[config.mk]
export PLATFORM = sky130hd
export DESIGN_NAME = sub_seq6
export DESIGN_NICKNAME = d
export VERILOG_FILES = /design/src/rtl/sub_seq6_pkg.sv /design/src/rtl/sub_seq6_slice6.sv /design/src/rtl/sub_seq6.sv
export SDC_FILE = /design/constraint.sdc
export NUM_CORES = 1
export LEC_CHECK = 0
export BUFFER_PORTS_ARGS = -buffer_cell sky130_fd_sc_hd__buf_2
export CAP_MARGIN = 10
export CORE_ASPECT_RATIO = 1.5
export CORE_MARGIN = 4
export CORE_UTILIZATION = 49
export DETAILED_ROUTE_END_ITERATION = 8
export GPL_ROUTABILITY_DRIVEN = 0
export PLACE_DENSITY = 0.75
export SETUP_SLACK_MARGIN = 0.1
export SLEW_MARGIN = 25
export SYNTH_ARGS = -nofsm -noshare
export SYNTH_HDL_FRONTEND = slang
export SYNTH_SLANG_ARGS = --single-unit
[constraint.sdc]
create_clock -name clk -period 3.3 [get_ports clk]
set_clock_uncertainty 0.2 [all_clocks]
set_input_delay 0.66 -clock clk [delete_from_list [all_inputs] [get_ports clk]]
set_output_delay 0.66 -clock clk [all_outputs]
set_load 0.01 [all_outputs]
[src/rtl/sub_seq6_pkg.sv]
// Shared constants, FSM state type and slice-count helper for the sliced subtractor.
package sub_seq6_pkg;

    localparam int SLICE_W = 6;

    typedef enum logic [1:0] {
        IDLE = 2'd0,
        RUN  = 2'd1,
        DONE = 2'd2
    } state_t;

    function automatic int calc_nslice(input int width);
        return width / SLICE_W;
    endfunction

endpackage

[src/rtl/sub_seq6_slice6.sv]
// Combinational 6-bit lookahead slice computing a + ~b + c_in.
// Bits 0..3 form one lookahead group; bits 4..5 look ahead from that group's carry.
module sub_slice6
    import sub_seq6_pkg::*;
(
    input  logic [SLICE_W-1:0] a,
    input  logic [SLICE_W-1:0] b,
    input  logic               c_in,
    output logic [SLICE_W-1:0] sum,
    output logic               c_out
);

    logic [SLICE_W-1:0] g;
    logic [SLICE_W-1:0] p;
    logic [SLICE_W:0]   c;
    logic               grp_g;
    logic               grp_p;

    always_comb begin
        g = a & ~b;
        p = a ^ ~b;

        grp_g = g[3] | (p[3] & g[2]) | (p[3] & p[2] & g[1]) | (p[3] & p[2] & p[1] & g[0]);
        grp_p = &p[3:0];

        c[0] = c_in;
        c[1] = g[0] | (p[0] & c_in);
        c[2] = g[1] | (p[1] & g[0]) | (p[1] & p[0] & c_in);
        c[3] = g[2] | (p[2] & g[1]) | (p[2] & p[1] & g[0]) | (p[2] & p[1] & p[0] & c_in);
        c[4] = grp_g | (grp_p & c_in);
        c[5] = g[4] | (p[4] & c[4]);
        c[6] = g[5] | (p[5] & g[4]) | (p[5] & p[4] & c[4]);

        sum   = p ^ c[SLICE_W-1:0];
        c_out = c[SLICE_W];
    end

endmodule

[src/rtl/sub_seq6.sv]
// Multi-cycle subtractor: in_A - in_B - b_in, one 6-bit slice per clock, LSB slice first.
// Latency NSLICE+1 edges from accepted start to done; start is ignored while busy.
module sub_seq6
    import sub_seq6_pkg::*;
#(
    parameter int WIDTH  = 24,
    parameter int NSLICE = calc_nslice(WIDTH)
) (
    input  logic             clk,
    input  logic             rst,
    input  logic             start,
    input  logic [WIDTH-1:0] in_A,
    input  logic [WIDTH-1:0] in_B,
    input  logic             b_in,
    output logic [WIDTH-1:0] out,
    output logic             b_out,
    output logic             busy,
    output logic             done
);

    localparam int IDX_W = (NSLICE > 1) ? $clog2(NSLICE) : 1;

    state_t             state_q, state_d;
    logic [IDX_W-1:0]   idx_q, idx_d;
    logic [WIDTH-1:0]   a_q, a_d;
    logic [WIDTH-1:0]   b_q, b_d;
    logic               c_q, c_d;
    logic [WIDTH-1:0]   out_q, out_d;
    logic               b_out_q, b_out_d;

    logic [SLICE_W-1:0] a_sl;
    logic [SLICE_W-1:0] b_sl;
    logic [SLICE_W-1:0] sum_sl;
    logic               c_sl;
    logic               last_slice;
    logic               accept;

    assign a_sl       = a_q[idx_q*SLICE_W +: SLICE_W];
    assign b_sl       = b_q[idx_q*SLICE_W +: SLICE_W];
    assign last_slice = (idx_q == IDX_W'(NSLICE - 1));
    assign accept     = start && (state_q != RUN);

    sub_slice6 u_slice (
        .a     (a_sl),
        .b     (b_sl),
        .c_in  (c_q),
        .sum   (sum_sl),
        .c_out (c_sl)
    );

    always_ff @(posedge clk or negedge rst) begin
        if (!rst) begin
            state_q <= IDLE;
        end else begin
            state_q <= state_d;
        end
    end

    always_comb begin
        state_d = state_q;
        unique case (state_q)
            IDLE:    if (start) state_d = RUN;
            RUN:     if (last_slice) state_d = DONE;
            DONE:    state_d = start ? RUN : IDLE;
            default: state_d = IDLE;
        endcase
    end

    always_comb begin
        busy = (state_q == RUN);
        done = (state_q == DONE);
    end

    // Carry register holds the add-of-complement carry; borrow is its inverse.
    always_comb begin
        idx_d   = idx_q;
        a_d     = a_q;
        b_d     = b_q;
        c_d     = c_q;
        out_d   = out_q;
        b_out_d = b_out_q;
        if (accept) begin
            a_d   = in_A;
            b_d   = in_B;
            c_d   = ~b_in;
            idx_d = '0;
        end else if (state_q == RUN) begin
            out_d[idx_q*SLICE_W +: SLICE_W] = sum_sl;
            c_d = c_sl;
            if (last_slice) begin
                idx_d   = '0;
                b_out_d = ~c_sl;
            end else begin
                idx_d = idx_q + 1'b1;
            end
        end
    end

    always_ff @(posedge clk or negedge rst) begin
        if (!rst) begin
            idx_q   <= '0;
            a_q     <= '0;
            b_q     <= '0;
            c_q     <= 1'b0;
            out_q   <= '0;
            b_out_q <= 1'b0;
        end else begin
            idx_q   <= idx_d;
            a_q     <= a_d;
            b_q     <= b_d;
            c_q     <= c_d;
            out_q   <= out_d;
            b_out_q <= b_out_d;
        end
    end

    assign out   = out_q;
    assign b_out = b_out_q;

endmodule

==> Implementation_results.wiki, run 1 <==
{| class="wikitable"
! Metric !! Value
|-
| Outcome || completed
|-
| Maximum buffer depth of the clock tree || 2
|-
| Setup violation total in the final timing report || 0
|-
| Drt pass-1 iters || 4
|-
| Core utilization of the finished layout || 0.630
|-
| F_max || 310 MHz
|-
| Post-synthesis to final-layout area growth || 26.2%
|-
| Per-cell routed wire length || 17.0 um
|-
| Antenna violations before repair || 0
|-
| Diodes inserted || 0
|-
| Clk_lat worst skew || 0.33 ns
|-
| Relative slew margins || 0.547
|-
| Final critical delay including setup and external delays || 3.23 ns
|-
| Crit path capture type || flip-flop
|-
| Number of instances in the placed design || 465
|-
| RSZ-0062 raised after global routing || true
|-
| Fraction of the cycle the final worst path needs || 0.978
|-
| Via count of the first global-routing pass || 2909
|-
| Post-synthesis cell count || 292
|-
| Count of routing violations after the opening detailed-route iteration || 122
|-
| Main combinational cell family by area after synthesis || multiplexers
|-
| Final Hold Viols || 0
|-
| Mux cell area share after synthesis || 0.222
|-
| Fraction of layout instances using a drive strength above 1 || 0.501
|-
| Tightest Pin Transition || 0.680 ns
|-
| Syn Std Cell Area || 3800 um2
|-
| Clock-pin slew on the worst setup and hold paths || 0.06 ns
|-
| Detailed-route via count || 2650
|-
| Hpwl dp || 5.99 mm
|-
| Drc violations || 0
|-
| Rows || 39
|-
| Placeable Area || 7610 um2
|-
| Number of non-filler instances in the completed layout || 489
|-
| Clock buffer count from CTS || 9
|-
| Hold Path Class || in -> async
|-
| Number of enable flip-flop cells after synthesis || 0
|-
| Vias per cell || 5.42
|-
| Synth async-reset ratio || 1.00
|-
| Sequential element share of the synthesized area || 0.513
|-
| Number of levels in the clock H-tree || 3
|-
| Die Outline Area || 9260 um2
|-
| Net count after synthesis || 358
|-
| Synth Warn # || 0
|-
| Number of max-cap violations || 0
|-
| Met1 track demand over resource || 0.208
|-
| Max Fanout on Critical Path || 6
|-
| Register bit total from synthesis || 78
|-
| Synth Area in Compound Gates || 0.0935
|-
| Most common cell after layout, fill and taps aside || dfrtp_1
|-
| Synthesized area per cell || 13.0 um2
|-
| Number of input and output port buffers inserted || 78
|-
| Crit path required time || 3.36 ns
|-
| Final Slew Violations || 0
|-
| Number of hold buffers added after cts || 0
|-
| Predominant post-synthesis flop cell || dfrtp_1
|-
| Post-synthesis share of cell area spent on and, or, nand and nor gates || 0.0754
|-
| Global route hottest layer || met2
|-
| CTS tree || yes
|-
| Boundary pin count || 79
|-
| Die extent in y || 116 um
|-
| Worst endpoint data arrival time || 3.29 ns
|-
| Global router's overall resource usage || 0.197
|-
| Share of synthesized cell area in full adder, half adder and majority cells || 0.0500
|-
| Synth area leader || dfrtp_1
|-
| Total overflow reported by the global router || 0
|-
| Met3 layer usage reported by global route || 0.0482
|-
| Leading cell types in the layout, fill and taps excluded || dfrtp_1 (78), buf_2 (77), mux2_2 (50)
|-
| Clock root buffer || clkbuf_16
|-
| Post-synthesis share of cell area spent on xor and xnor gates || 0.00691
|-
| Routed Wire Length || 8.30 mm
|-
| Global-route wire length before repair || 13.5 mm
|-
| Kind of critical path || reg -> reg
|-
| Initial cell density of the core || 0.500
|-
| Largest net degree at the start of global routing || 79
|-
| Launching element type of the critical path || flip-flop
|-
| Clock sink total || 78
|-
| Net total in the final layout || 448
|-
| Area contributors post-synth || dfrtp_1 (51%), mux2_2 (15%), mux4_2 (7.1%)
|-
| Proportion of netlist area held by the largest area contributor || 0.513
|-
| Synth cell types || 49
|-
| Met2 track utilization from global routing || 0.346
|-
| Horizontal extent of the die || 79.9 um
|-
| Residual antenna-violating net count after detailed routing || 0
|}
[sequential cells by signal, indices dropped and copies added, names as in the netlist]
signal and count:
a_q 24, b_out 1, b_q 24, c_q 1, idx_q 2, out 24, state_q 2
[Yosys cell counts, types with 3 or more instances]
| library cell | count |
|---|---|
| mux4_2 | 12 |
| inv_1 | 15 |
| mux2_2 | 50 |
| buf_4 | 3 |
| a21oi_1 | 4 |
| a22o_1 | 10 |
| nand2_1 | 25 |
| nor3_1 | 5 |
| o21ai_1 | 3 |
| ha_1 | 12 |
| o21ai_0 | 8 |
| dfrtp_1 | 78 |
| o31ai_1 | 6 |
| nand2b_1 | 4 |
| nor2_1 | 8 |
| o22ai_1 | 3 |
| buf_2 | 6 |
[final timing paths]
| check | from | slack [ns] | to | depth (start not counted) |
|---|---|---|---|---|
| worst max-delay path | idx_q[0] | 0.07 | out[15] | 12 |
| max in group asynchronous | rst | 2.28 | out[21] | 1 |
| min in group clk | out[12] | 0.27 | out[12] | 2 |
| worst min register to register | out[12] | 0.27 | out[12] | 2 |
| worst min-delay path | rst | 0.13 | b_q[3] | 1 |
| worst max register to register | idx_q[0] | 0.07 | out[15] | 12 |
[what timing repair did]
action | CTS | global route
buffers inserted | 6 | 2
resized for setup | 10 | 4
gates cloned | 1 | 0
setup endpoints to repair | 9 | 15
pin swaps | 12 | 5
[worst max-delay path, stage by stage (launching register included)]
cell     delay, ns
dfrtp_1       0.41
buf_12        0.15
mux4_2        0.54
ha_4          0.29
a21oi_2       0.04
and4b_1       0.28
nor2_2        0.06
fa_2          0.35
xor2_2        0.17
or3_1         0.31
o21ai_1       0.09
a31oi_1       0.07
o21ai_1       0.16
[stage by stage]
stage               TNS (ns)  area, um2  setup slack (ns)  hold WS, ns
global route          -0.164       4800           -0.0546        0.206
detailed placement    -0.124       4350           -0.0500        0.266
CTS                        0       4780            0.0301        0.278
global placement           0       4350            0.0792        0.259
floorplan                  0       3860             0.119        0.164
finish                     0       4800            0.0733        0.131
[layer usage]
metal / wire (um) / up-vias / part of all wire
met5: 0 / - / 0
met4: 386 / 0 / 0.047
met3: 401 / 27 / 0.048
met2: 4470 / 91 / 0.54
met1: 3040 / 1292 / 0.37
li1: - / 1240 / -
[layout make-up]
| cell class | instances | area [um2] |
|---|---|---|
| fillers | 611 | 2820 |
| well taps | 102 | 128 |
| clock buffers | 13 | 260 |
| clock inverters | 3 | 42.5 |
| flip-flops and latches | 78 | 1950 |
| multi-input cells | 185 | 1800 |
| repair buffers | 92 | 552 |
| inverters | 16 | 65.1 |
[cells by family after synthesis]
| kind of cell | after synthesis |
|---|---|
| DFF | 78 |
| muxes | 63 |
| and+or+nand+nor | 56 |
| AOI/OAI and AO/OA | 49 |
| buffers and inverters | 29 |
| adders and majority gates | 14 |
| xor gates and xnor gates | 3 |
Power of run 1 is not shown: default switching activity piles up to over one toggle a cycle in this logic, so the estimate is an artifact.
==> run 2: changes to the inputs <==
--- a/config.mk
+++ b/config.mk
@@ -5,11 +5,12 @@
 export SDC_FILE = /design/constraint.sdc
 export NUM_CORES = 1
 export LEC_CHECK = 0
+export ABC_AREA = 1
 export BUFFER_PORTS_ARGS = -buffer_cell sky130_fd_sc_hd__buf_2
 export CAP_MARGIN = 10
 export CORE_ASPECT_RATIO = 1.5
 export CORE_MARGIN = 4
-export CORE_UTILIZATION = 49
+export CORE_UTILIZATION = 50
 export DETAILED_ROUTE_END_ITERATION = 8
 export GPL_ROUTABILITY_DRIVEN = 0
 export PLACE_DENSITY = 0.75
==> run 2 against run 1 <==
Effect of this change: die area grew 2.1%; hold slack better by 0.0072 ns; non-clock buffer count grew 17; register-to-register slack about the same; sequential share of layout area is 2.4 points lower; fmax about the same; first-iteration DRC count rose by 100%; synthesized cell count rose by 72%; area after synthesis increased by 4.3%; critical path type unchanged.
==> Implementation_results.wiki, run 2 <==
{| class="wikitable"
! Metric !! Value
|-
| Outcome || completed
|-
| Most common cell after layout, fill and taps aside || nand2_1
|-
| Final Hold Viols || 0
|-
| Global router's overall resource usage || 0.226
|-
| Area contributors post-synth || dfrtp_1 (49%), nand2_1 (22%), ha_1 (3.8%)
|-
| Launching element type of the critical path || flip-flop
|-
| Per-cell routed wire length || 15.2 um
|-
| Final Slew Violations || 0
|-
| Pre-CTS setup slack || -0.000306 ns
|-
| Antenna violations before repair || 0
|-
| Initial cell density of the core || 0.518
|-
| Horizontal extent of the die || 80.7 um
|-
| Fraction of the cycle the final worst path needs || 0.978
|-
| Worst reg2reg path depth || 17
|-
| Worst hold margin || 0.138 ns
|-
| Sequential element share of the synthesized area || 0.492
|-
| Rows || 39
|-
| Peak supply drop || 0.694 mV
|-
| Placeable Area || 7660 um2
|-
| Drc violations || 0
|-
| Clock sink total || 78
|-
| Number of hold buffers added after cts || 0
|-
| Filler Cells Inserted || 647
|-
| Leading cell types in the layout, fill and taps excluded || nand2_1 (226), buf_2 (77), dfrtp_1 (76)
|-
| Pwr Total || 0.00680 W
|-
| Syn Std Cell Area || 3970 um2
|-
| Die Outline Area || 9450 um2
|-
| Die extent in y || 117 um
|-
| Net total in the final layout || 669
|-
| Hpwl dp || 7.19 mm
|-
| Proportion of netlist area held by the largest area contributor || 0.492
|-
| Maximum buffer depth of the clock tree || 2
|-
| Synth async-reset ratio || 1.00
|-
| Hold Path Class || in -> async
|-
| Synth Warn # || 0
|-
| Net count after synthesis || 569
|-
| Clock-pin slew on the worst setup and hold paths || 0.06 ns
|-
| Via count of the first global-routing pass || 3550
|-
| Library cell contributing the largest single delay on the critical path || fa_2
|-
| Clk_lat worst skew || 0.34 ns
|-
| Diodes inserted || 0
|-
| Final worst slack || 0.0738 ns
|-
| Global-route wire length before repair || 16.3 mm
|-
| Boundary pin count || 79
|-
| Predominant post-synthesis flop cell || dfrtp_1
|-
| Worst path buffer plus inverter count || 4
|-
| Register bit total from synthesis || 78
|-
| Stages on the worst setup path || 17
|-
| Vias per cell || 5.35
|-
| Post-synthesis cell count || 503
|-
| Most instantiated cells after synthesis || nand2_1 (237), dfrtp_1 (78), inv_1 (28)
|-
| Dominant cell by count in the synthesized netlist || nand2_1
|-
| Fraction of layout instances using a drive strength above 1 || 0.278
|-
| Synth area leader || dfrtp_1
|-
| Setup violation total in the final timing report || 0
|-
| Leakage power figure || 2.75 nW
|-
| Number of levels in the clock H-tree || 3
|-
| Final critical delay including setup and external delays || 3.23 ns
|-
| Count of routing violations after the opening detailed-route iteration || 250
|-
| Area after detailed placement || 4480 um2
|-
| Number of instances in the placed design || 674
|-
| Delay of the slowest critical-path stage || 0.59 ns
|-
| Tightest Pin Transition || 0.680 ns
|-
| Worst path most repeated cell || nand2_2
|-
| Number of non-filler instances in the completed layout || 709
|-
| Total overflow reported by the global router || 0
|-
| Detailed-route via count || 3794
|-
| Clock root buffer || clkbuf_16
|-
| Relative slew margins || 0.547
|-
| Crit path cell chain || inv_4 > buf_6 > nand2_2 > a32o_2 > ha_4 > buf_4 > nand4_1 > nand2_2 > nand2_2 > nand2_2 > inv_2 > fa_2 > nor2_4 > nand2_2 > nand3_2 > nand3_2 > o21ai_1
|-
| Number of max-cap violations || 0
|-
| Residual antenna-violating net count after detailed routing || 0
|-
| Final non-filler cell area || 5100 um2
|-
| Crit path required time || 3.32 ns
|-
| Routed Wire Length || 10.8 mm
|-
| Worst endpoint data arrival time || 3.25 ns
|-
| Kind of critical path || reg -> reg
|-
| Post-synthesis to final-layout area growth || 28.5%
|-
| Crit path capture type || flip-flop
|-
| Clock buffer count from CTS || 9
|-
| Synth cell types || 33
|-
| CTS tree || yes
|-
| Max Fanout on Critical Path || 5
|-
| Cell family with the largest share of critical-path delay || adder cells
|-
| Pwr Density || 1330 nW/um2
|-
| F_max || 310 MHz
|-
| Number of input and output port buffers inserted || 78
|-
| Drt pass-1 iters || 8
|-
| Largest net degree at the start of global routing || 79
|-
| Synthesized area per cell || 7.89 um2
|-
| Number of enable flip-flop cells after synthesis || 0
|-
| Reg-to-reg setup timing slack || 0.07 ns
|}
==> run 2: changes by cell type after synthesis, moves of 5 or more <==
cell      delta
o21ai_0      +9
mux4_2      -12
a22o_1       -9
a21oi_1      +9
mux2_2      -50
nand3_1     +20
o31ai_1      -6
clkbuf_1     +8
nand2_1    +212
a32o_1       +5
inv_1       +13
nand4_1      +9
nor2_1      +13
==> run 2: stage by stage <==
| step | TNS, ns | util |
|---|---|---|
| floorplan | 0 | - |
| global placement | 0 | 0.585 |
| detailed placement | -0.000306 | 0.585 |
| CTS | 0 | 0.634 |
| global route | -0.486 | 0.666 |
| finish | 0 | 0.666 |
==> run 2: what timing repair did <==
action / in CTS / in global routing
pin swaps: 2 / 17
cloned: 1 / 1
setup buffers: 8 / 11
resized for setup: 12 / 40
endpoints found under the setup margin: 7 / 16
==> run 2: logic make-up after synthesis <==
logic type,after synthesis,synth area share
XOR/XNOR,3,0.00662
adder cells (fa/ha/maj),14,0.0479
AND/OR/NAND/NOR,305,0.319
AO/OA/AOI/OAI,51,0.0798
buffers and inverters,52,0.0542
flip-flops,78,0.492
==> run 2: path summary, 6_finish.rpt <==
| path | from | to |
|---|---|---|
| worst max-delay path | idx_q[0] | out[22] |
| worst min-delay path | rst | out[20] |
| worst max register to register | idx_q[0] | out[22] |
| worst min register to register | out[12] | out[12] |
| max in group asynchronous | rst | a_q[18] |
| min in group clk | out[12] | out[12] |
==> run 2: final cells by class <==
| type | count | area, um2 | area share |
|---|---|---|---|
| Clock buffer | 14 | 264 | 0.0518 |
| Clock inverter | 1 | 5.00 | 0.000982 |
| Inverter | 31 | 123 | 0.0240 |
| Multi-Input combinational cell | 373 | 1950 | 0.383 |
| Sequential cell | 78 | 1950 | 0.383 |
| Tap cell | 102 | 128 | 0.0250 |
| Timing Repair Buffer | 109 | 664 | 0.130 |
| Timing Repair inverter | 1 | 7.51 | 0.00147 |
==> run 2: where the power goes <==
group	internal [W]	switching, W
Combinational	0.00171	0.00252
Clock	0.000545	0.000357
Sequential	0.00138	0.000294
==> run 2: per-layer routing <==
| layer | track usage | vias up | part of all wire |
|---|---|---|---|
| met5 | 0 | - | 0 |
| met4 | 0.133 | 0 | 0.050 |
| met3 | 0.0398 | 54 | 0.051 |
| met2 | 0.409 | 170 | 0.54 |
| met1 | 0.244 | 1758 | 0.36 |
| li1 | - | 1812 | - |
Power figures use the tool's default switching activity.
==> run 3: changes to the inputs <==
--- a/config.mk
+++ b/config.mk
@@ -9,11 +9,12 @@
 export BUFFER_PORTS_ARGS = -buffer_cell sky130_fd_sc_hd__buf_2
 export CAP_MARGIN = 10
 export CORE_ASPECT_RATIO = 1.5
-export CORE_MARGIN = 4
+export CORE_MARGIN = 5
 export CORE_UTILIZATION = 50
 export DETAILED_ROUTE_END_ITERATION = 8
 export GPL_ROUTABILITY_DRIVEN = 0
 export PLACE_DENSITY = 0.75
+export RECOVER_POWER = 50
 export SETUP_SLACK_MARGIN = 0.1
 export SLEW_MARGIN = 25
 export SYNTH_ARGS = -nofsm -noshare
==> run 3 against run 2 <==
Effect of this change: the flow now finishes with violations (capacitance limit, slew limit); register-to-register slack better by 0.09 ns; hold slack better by 0.13 ns; design area down 4.6%; die area up 4.2%; combinational power down 18%; non-clock buffer count down 17; sequential share of layout area up 1.8 points; count of clock-buffer cells in the layout up 2; largest cell class unchanged; highest routed layer unchanged.
==> Implementation_results.wiki, run 3 (same netlist as run 2, synthesis figures left out) <==
{| class="wikitable"
! Metric !! Value
|-
| Outcome || complete, but fails checks
|-
| Violations in the final reports || capacitance limit, slew limit
|-
| Area after detailed placement || 4480 um2
|-
| Sequential group share of total power || 0.274
|-
| F_max || 318 MHz
|-
| Antenna violations before repair || 0
|-
| Die Outline Area || 9850 um2
|-
| Number of input and output port buffers inserted || 78
|-
| Crit path capture type || flip-flop
|-
| Clock sink total || 78
|-
| Relative slew margins || -0.267
|-
| Total overflow reported by the global router || 0
|-
| Rows || 39
|-
| Worst reg2reg path depth || 17
|-
| Internal Dissipation || 0.00326 W
|-
| Number of max-cap violations || 2
|-
| RSZ-0062 raised after global routing || true
|-
| Setup violation total in the final timing report || 0
|-
| Area taken by multi-input logic gates || 1880 um2
|-
| Clock buffer count from CTS || 9
|-
| Clock-pin slew on the worst setup and hold paths || 0.06 ns
|-
| Initial cell density of the core || 0.518
|-
| Number of levels in the clock H-tree || 3
|-
| Number of instances in the placed design || 674
|-
| Combinational Power Share || 0.572
|-
| Vias per cell || 5.15
|-
| Final non-filler cell area || 4860 um2
|-
| Horizontal extent of the die || 82.7 um
|-
| Worst endpoint data arrival time || 3.21 ns
|-
| Reg-to-reg critical path endpoint || out[22]
|-
| Global-route wire length before repair || 16.2 mm
|-
| Pwr Total || 0.00606 W
|-
| Drc violations || 0
|-
| Kind of critical path || reg -> reg
|-
| Worst path most repeated cell || nand2_1
|-
| Number of cells on the worst hold path || 2
|-
| Drt pass-1 iters || 4
|-
| Pwr Density || 1250 nW/um2
|-
| Largest net degree at the start of global routing || 79
|-
| Count of routing violations after the opening detailed-route iteration || 166
|-
| Cell family with the largest share of critical-path delay || simple AND/OR/NAND/NOR gates
|-
| Fraction of layout instances using a drive strength above 1 || 0.227
|-
| Leading cell types in the layout, fill and taps excluded || nand2_1 (233), dfrtp_1 (77), buf_2 (77)
|-
| Residual antenna-violating net count after detailed routing || 0
|-
| Final critical delay including setup and external delays || 3.14 ns
|-
| Net total in the final layout || 651
|-
| Number of non-filler instances in the completed layout || 692
|-
| Boundary pin count || 79
|-
| Switching Fraction || 0.462
|-
| Crit path cell chain || inv_4 > buf_8 > nand2_1 > a32o_1 > ha_4 > or2_0 > nand2_1 > nand2_1 > nand2_2 > nand2_1 > inv_1 > fa_2 > nor2_2 > nand2_2 > nand3_2 > nand3_2 > o21ai_1
|-
| Reg-to-reg setup timing slack || 0.16 ns
|-
| Power spent charging and discharging nets || 0.00280 W
|-
| Clk_lat worst skew || 0.34 ns
|-
| Core utilization of the finished layout || 0.635
|-
| Via count of the first global-routing pass || 3574
|-
| Hold_sp || a_q[17]
|-
| Detailed-route via count || 3565
|-
| Maximum buffer depth of the clock tree || 2
|-
| Global router's overall resource usage || 0.214
|-
| Final Slew Violations || 129
|-
| Fraction of the cycle the final worst path needs || 0.952
|-
| Crit path required time || 3.37 ns
|-
| Most common cell after layout, fill and taps aside || nand2_1
|-
| Die extent in y || 119 um
|-
| Number of hold buffers added after cts || 0
|-
| Diodes inserted || 0
|-
| Storage cell area || 1950 um2
|-
| Max Fanout on Critical Path || 13
|-
| CTS tree || yes
|-
| Peak supply drop || 0.556 mV
|-
| Launching element type of the critical path || flip-flop
|-
| Hold Path Class || reg -> reg
|-
| Tightest Pin Transition || 1.90 ns
|-
| Reg-to-Reg Start || idx_q[0]
|-
| Per-cell routed wire length || 14.1 um
|-
| Library cell contributing the largest single delay on the critical path || fa_2
|-
| Hold endpoint || a_q[17]
|-
| Final Hold Viols || 0
|-
| Filler Cells Inserted || 679
|-
| Hpwl dp || 7.29 mm
|-
| Placeable Area || 7660 um2
|-
| Clock root buffer || clkbuf_16
|-
| Delay of the slowest critical-path stage || 0.45 ns
|-
| Post-route setup TNS || 0 ns
|-
| Routed Wire Length || 9.79 mm
|-
| Clock group share of total power || 0.153
|-
| Post-synthesis to final-layout area growth || 22.6%
|-
| Leakage power figure || 2.66 nW
|-
| Worst path buffer plus inverter count || 3
|}
## run 3: cell count changes in the layout (fill, tap and decap cells not counted), sizes merged
cell,previous run,this run
buf,109,89
clkbuf,14,19
clkinvlp,2,0
clkinv,1,0
inv,30,31
## run 3: how the worst max path moves through the flow
stage | start | endpoint | slack [ns] | depth (start not counted)
after floorplan | idx_q[0] | out[22] | 0.11 | 18
after global placement | idx_q[0] | out[22] | 0.15 | 17
after detailed placement | idx_q[0] | out[6] | 0.05 | 17
after CTS | idx_q[0] | out[6] | 0.11 | 17
after global routing | idx_q[0] | out[22] | -0.004 | 17
final | idx_q[0] | out[22] | 0.16 | 17
## run 3: stage by stage
stage	worst slack (ns)	hold slack, ns
3_5_place_dp	0.0482	0.254
6_report	0.160	0.268
3_3_place_gp	0.148	0.256
2_1_floorplan	0.112	0.164
5_1_grt	-0.00441	0.292
4_1_cts	0.111	0.268
## run 3: timing repair
item | 4_1_cts | 5_1_grt
endpoints found under the setup margin | 7 | 15
setup buffers | 0 | 2
resized for setup | 7 | 20
pin swaps | 0 | 5
## run 3: cell type report
type | count | share of cell area
Clock buffer | 16 | 0.0579
Inverter | 31 | 0.0244
Tap cell | 102 | 0.0262
Timing Repair Buffer | 92 | 0.103
Sequential cell | 78 | 0.402
Multi-Input combinational cell | 373 | 0.387
## run 3: tightest hold or removal path, stage by stage (launching register included)
cell	delay, ns
dfrtp_1	0.34
nand2_1	0.05
nand2_1	0.05
## run 3: per-layer routing
layer  up-vias  wire length, um  share of wire  GRT usage
met1      1657             3680           0.38      0.238
met3        34              421          0.043     0.0431
met2       104             5230           0.53      0.369
met5         -                0              0          0
met4         0              459          0.047      0.122
li1       1770                -              -          -
## run 3: power by group through the flow
stage	combinational, W	sequential, W	clock, W
floorplan	0.00226	0.00162	0
global placement	0.00298	0.00165	0
detailed placement	0.00306	0.00167	0
CTS	0.00314	0.00166	0.000938
global route	0.00388	0.00171	0.000979
finish	0.00347	0.00166	0.000929
